`src/rtl/mem_port_arbiter.sv`:
```
`default_nettype none
// ============================================================================
// Module   : mem_port_arbiter
// Function : Round-robin arbiter sharing one memory port between two
//            requesters, one transaction in flight at a time.
//            Optional BUSY timeout abort enabled by `define MEM_ARB_TIMEOUT_EN.
// Revision : 1.0 - initial release
// ============================================================================
module mem_port_arbiter #(
  parameter int AW      = 32,
  parameter int DW      = 32,
  parameter int TIMEOUT = 15
) (
  input  logic          clk,
  input  logic          reset,
  input  logic          p0_req,
  input  logic          p0_we,
  input  logic [AW-1:0] p0_addr,
  input  logic [DW-1:0] p0_wdata,
  output logic          p0_done,
  output logic [DW-1:0] p0_rdata,
  input  logic          p1_req,
  input  logic          p1_we,
  input  logic [AW-1:0] p1_addr,
  input  logic [DW-1:0] p1_wdata,
  output logic          p1_done,
  output logic [DW-1:0] p1_rdata,
  output logic          mem_req,
  output logic          mem_we,
  output logic [AW-1:0] mem_addr,
  output logic [DW-1:0] mem_wdata,
  input  logic [DW-1:0] mem_rdata,
  input  logic          mem_ready,
  output logic          gnt_id,
  output logic          err
);

  typedef enum logic [1:0] {
    IDLE = 2'd0,
    BUSY = 2'd1,
    RESP = 2'd2
  } state_t;

  state_t        r_state;
  state_t        w_state_nxt;
  logic          r_last;
  logic          w_any_req;
  logic          w_winner;
  logic          w_timeout;
  logic          w_finish;
  logic [DW-1:0] w_cap_data;

  assign w_any_req = p0_req | p1_req;
  // Both requesting: the port that did not win last time gets the grant.
  assign w_winner  = (p0_req && p1_req) ? ~r_last : p1_req;
  assign w_finish  = (r_state == BUSY) && (mem_ready || w_timeout);
  assign w_cap_data = (mem_we || w_timeout) ? '0 : mem_rdata;

`ifdef MEM_ARB_TIMEOUT_EN
  localparam int CW = ($clog2(TIMEOUT + 1) > 4) ? $clog2(TIMEOUT + 1) : 4;
  localparam logic [CW-1:0] C_TIMEOUT = CW'(TIMEOUT);

  logic [CW-1:0] r_cnt;
  logic          r_err;

  // mem_ready in the same cycle as the limit is a normal completion.
  assign w_timeout = (r_state == BUSY) && !mem_ready && (r_cnt == C_TIMEOUT);

  always_ff @(posedge clk or negedge reset) begin
    if (!reset) begin
      r_cnt <= '0;
      r_err <= 1'b0;
    end else begin
      if (r_state != BUSY)
        r_cnt <= '0;
      else if (!mem_ready)
        r_cnt <= r_cnt + 1'b1;
      if (w_finish)
        r_err <= w_timeout;
      else if (r_state == IDLE)
        r_err <= 1'b0;
    end
  end

  assign err = (r_state == RESP) && r_err;
`else
  assign w_timeout = 1'b0;
  assign err       = 1'b0;
`endif

  always_ff @(posedge clk or negedge reset) begin
    if (!reset)
      r_state <= IDLE;
    else
      r_state <= w_state_nxt;
  end

  always_comb begin
    w_state_nxt = r_state;
    case (r_state)
      IDLE:    if (w_any_req) w_state_nxt = BUSY;
      BUSY:    if (mem_ready || w_timeout) w_state_nxt = RESP;
      RESP:    w_state_nxt = IDLE;
      default: w_state_nxt = IDLE;
    endcase
  end

  // Winner's request is latched so the memory side never re-samples the ports.
  always_ff @(posedge clk or negedge reset) begin
    if (!reset) begin
      r_last    <= 1'b1;
      gnt_id    <= 1'b0;
      mem_we    <= 1'b0;
      mem_addr  <= '0;
      mem_wdata <= '0;
      p0_rdata  <= '0;
      p1_rdata  <= '0;
    end else begin
      if ((r_state == IDLE) && w_any_req) begin
        gnt_id    <= w_winner;
        r_last    <= w_winner;
        mem_we    <= w_winner ? p1_we    : p0_we;
        mem_addr  <= w_winner ? p1_addr  : p0_addr;
        mem_wdata <= w_winner ? p1_wdata : p0_wdata;
      end
      if (w_finish) begin
        if (gnt_id)
          p1_rdata <= w_cap_data;
        else
          p0_rdata <= w_cap_data;
      end
    end
  end

  assign mem_req = (r_state == BUSY);
  assign p0_done = (r_state == RESP) && !gnt_id;
  assign p1_done = (r_state == RESP) &&  gnt_id;

endmodule
`default_nettype wire
```
`config.mk`:
```
export PLATFORM = sky130hd
export DESIGN_NAME = mem_port_arbiter
export DESIGN_NICKNAME = d
export VERILOG_FILES = /design/src/rtl/mem_port_arbiter.sv
export SDC_FILE = /design/constraint.sdc
export NUM_CORES = 1
export LEC_CHECK = 0
export CAP_MARGIN = 20
export CORE_ASPECT_RATIO = 0.9
export CORE_MARGIN = 2
export CORE_UTILIZATION = 40
export DETAILED_ROUTE_END_ITERATION = 8
export PLACE_DENSITY = 0.85
export SYNTH_ARGS = -nofsm -noshare
export SYNTH_HDL_FRONTEND = slang
export SYNTH_SLANG_ARGS = --single-unit
```
`constraint.sdc`:
```
create_clock -name clk -period 2.1 [get_ports clk]
set_clock_uncertainty 0.1 [all_clocks]
set_input_delay 0.42 -clock clk [delete_from_list [all_inputs] [get_ports clk]]
set_output_delay 0.42 -clock clk [all_outputs]
set_load 0.01 [all_outputs]
```
==> impl_metrics.csv <==
group,metric,value,unit
synthesis,yosysTopAreaCellShare,55.2,%
power,power.leakage,0.00427,µW
synthesis,synth_cell_type_count,25,
setup_path,crit_path_end_kind,"output pin",
setup_path,worst_ep_arrival_time,1.43,ns
synthesis,synth_compound_area_share,6.00,%
route,wire_per_inst,17.1,µm
floorplanning,start_util,40.8,%
sta,min_period,1.95,ns
finish,fin_nets,941,
power,p_sw_share,31.1,%
worst_hold_path,hold_path_depth,2,
clocking,cts_setup_buffers,0,
setup_path,slowest_stage,"clkdlybuf4s50_1",
global_route,grt_pass1_vias,5152,
floorplanning,rows,42,
clocking,root_buffer,"clkbuf_16",
power,ir_drop,0.000597,V
route,drtPass1Iterations,6,
power,power_switching,4290,µW
route,wl,16900,µm
synthesis,synth_nets,637,
power,internal-power,9500,µW
global_route,track_usage,21.5,%
status,status,"complete, no violations",
synthesis,async_flop_share,100,%
synthesis,synth_seq_cells,133,
sta,fmax,0.512,GHz
sta,finalHoldViolations,0,
sta,setup_viol,0,
synthesis,ys_top_cells_by_count,"dfrtp_1, mux2_2, o21ai_0",
clocking,clock_path_buffers,2,
synthesis,synthTopCellsByArea,"dfrtp_1, mux2_2, mux2_4",
synthesis,yosysWarnings,0,
power,comb_power_share,45.1,%
floorplanning,die_x,133,µm
synthesis,synth_edf_count,0,
floorplanning,coreArea,0.0147,mm²
setup_path,ff2ff_path_depth,4,
setup_path,crit_chain,"clkdlybuf4s50_1",
setup_path,path_buf_inv,1,
setup_path,cp_num_cells,1,
clocking,htree_levels,4,
clocking,cts_tree,"done",
setup_path,slowest_delay,0.61,ns
setup_path,crit_type,"register to output pin",
sta,finalCritPeriodShare,92.9,%
synthesis,synth_area,0.00598,mm²
power,seq_power_share,32.4,%
synthesis,synthCells,470,
finish,area_growth,65.8,%
floorplanning,io_pins,301,
power,p_per_area,1390,mW/mm²
place,placed_cell_area,0.00929,mm²
global_route,grt_max_degree,65,
sta,maxSlewViolCount,0,
global_route,grt_first_pass_wirelength,26500,µm
route,drc,0,
setup_path,worstReg2RegStart,"r_last$_DFFE_PN1P_",
synthesis,yosysTopAreaCell,"dfrtp_1",
power,pwr-share-clk,22.4,%
synthesis,synth_flop_cell,"dfrtp_1",
route,num_vias,4835,
synthesis,yosys.area_share.simple,8.33,%
synthesis,syn_area_per_cell,12.7,µm²
clocking,path_clk_slew,0.06,ns
route,vias_per_cell,4.91,
route,ant_nets,0,
synthesis,synth_most_common_cell,"dfrtp_1",
place,port_buffers,299,
synthesis,yosys-mux-area-fraction,26.9,%
global_route,grt-ovfl-total,0,
floorplanning,chipHeight,120,µm
clocking,numCtsBuffers,17,
floorplanning,dieArea,0.0159,mm²
setup_path,crit_family,"buffers and inverters",
worst_hold_path,min_from,"p0_rdata[1]$_DFFE_PN0P_",
finish,drive_gt1_share,23.1,%
setup_path,crit_start,"gnt_id$_DFFE_PN0P_",
run,maxCapViolCount,0,
place,gp_congestion,0.775,
global_route,antenna_found_initial,0,
setup_path,startpoint_type,"register",
setup_path,crit_fanout,6,
synthesis,synth_seq_area_share,55.7,%
sta,grt_setup_unrepaired,"false",
synthesis,synth_adder_area_share,0,%
clocking,cts.sinks,133,
sta,whs,0.377,ns
clocking,clk_latency,0.41,ns
finish,antenna_cells,0,
setup_path,cp_data_required_time,1.58,ns
synthesis,synth-xor-area-share,0,%
route,drtIter0Drc,153,
synthesis,synth_top_family_by_area,"multiplexers",
worst_hold_path,hp-class,"register to register",
place,post-dp-hpwl,12500,µm
finish,fin_area,0.00992,mm²
-- power by group through the flow --
stage | combinational (µW) | sequential, µW | clock, µW
2_1_floorplan | 2220 | 4970 | 0
3_3_place_gp | 6090 | 4420 | 0
4_1_cts | 6300 | 4480 | 3160
6_report | 6230 | 4470 | 3100
3_5_place_dp | 6260 | 4500 | 0
5_1_grt | 6650 | 4630 | 3290
-- layout make-up --
cell class | instances | area [µm²]
multi-input combinational | 305 | 2490
inverter | 1 | 3.75
clock inverter | 13 | 180
fill | 1034 | 4740
sequential | 133 | 3330
clock buffer | 19 | 443
timing repair buffer | 316 | 3220
tap | 198 | 248
-- per-layer routing --
metal / GRT usage (%) / routed length (µm) / vias up
li1: - / - / 2227
met4: 9.95 / 587 / 0
met5: 0 / 0 / -
met3: 6.29 / 1090 / 40
met1: 23.4 / 6340 / 2356
met2: 38.6 / 8850 / 212
-- cells by family (layout without fill, tap and decap cells) --
logic type,count (synthesis),count (layout)
flip-flops,133,133
multiplexers,130,130
AO/OA/AOI/OAI,70,70
AND/OR/NAND/NOR,104,104
other,1,1
buffers and inverters,32,349
-- state kept, by name, summed over array words and instances (netlist names) --
signal	cells
p0_rdata	32
mem_addr	32
mem_wdata	32
gnt_id	1
r_last	1
p1_rdata	32
r_state	2
mem_we	1
-- worst paths after layout --
kind	slack [ns]	to
setup / recovery	0.15	gnt_id
setup reg to reg	0.28	mem_wdata[11]$_DFFE_PN0P_
max in group asynchronous	0.85	r_last$_DFFE_PN1P_
hold reg to reg	0.38	p0_rdata[1]$_DFFE_PN0P_
min in group asynchronous	0.42	p0_rdata[20]$_DFFE_PN0P_
hold / removal	0.38	p0_rdata[1]$_DFFE_PN0P_
-- repair_timing --
action	in CTS	in global routing
endpoints found under the hold margin	43	0
gates resized for setup	3	0
endpoints found under the setup margin	3	0
hold buffers	1	0
-- per-stage QoR --
stage / setup slack [ns] / TNS, ns / power, µW / instances / utilization [%]
2_1_floorplan: 0.373 / 0 / 7190 / 470 / -
3_3_place_gp: -0.0662 / -2.51 / 10500 / 952 / 63.4
3_5_place_dp: -0.0945 / -4.11 / 10800 / 952 / 63.4
4_1_cts: 0.125 / 0 / 13900 / 985 / 67.6
5_1_grt: 0.0961 / 0 / 14600 / 985 / 67.6
6_report: 0.149 / 0 / 13800 / 985 / 67.6
-- cells in the final DEF, fill, tap and decap left out --
cell type	netlist	final
clkdlybuf4s50_1	0	295
dfrtp_1	132	132
mux2_2	91	91
o21ai_0	65	65
nand2_1	64	64
mux2_4	39	39
nand2b_1	33	33
clkbuf_16	0	17
buf_4	4	8
buf_12	0	8
bufinv_16	0	4
clkinv_2	0	4
clkinvlp_4	0	3
dlygate4sd2_1	0	3
nor3b_1	1	1
and3b_1	1	1
nand4bb_2	0	1
nand4b_1	1	1
a21bo_4	0	1
nor2_1	1	1
o21ai_4	0	1
inv_1	1	1
and2_1	1	1
nor3_1	1	1
a21o_1	1	1
a21oi_1	1	1
a31oi_1	1	1
conb_1	1	1
clkinv_4	0	1
inv_6	0	1
clkbuf_1	16	1
clkbuf_8	0	1
dlygate4sd3_1	0	1
buf_6	5	1
dfstp_2	1	1
Power figures use the tool's default switching activity.
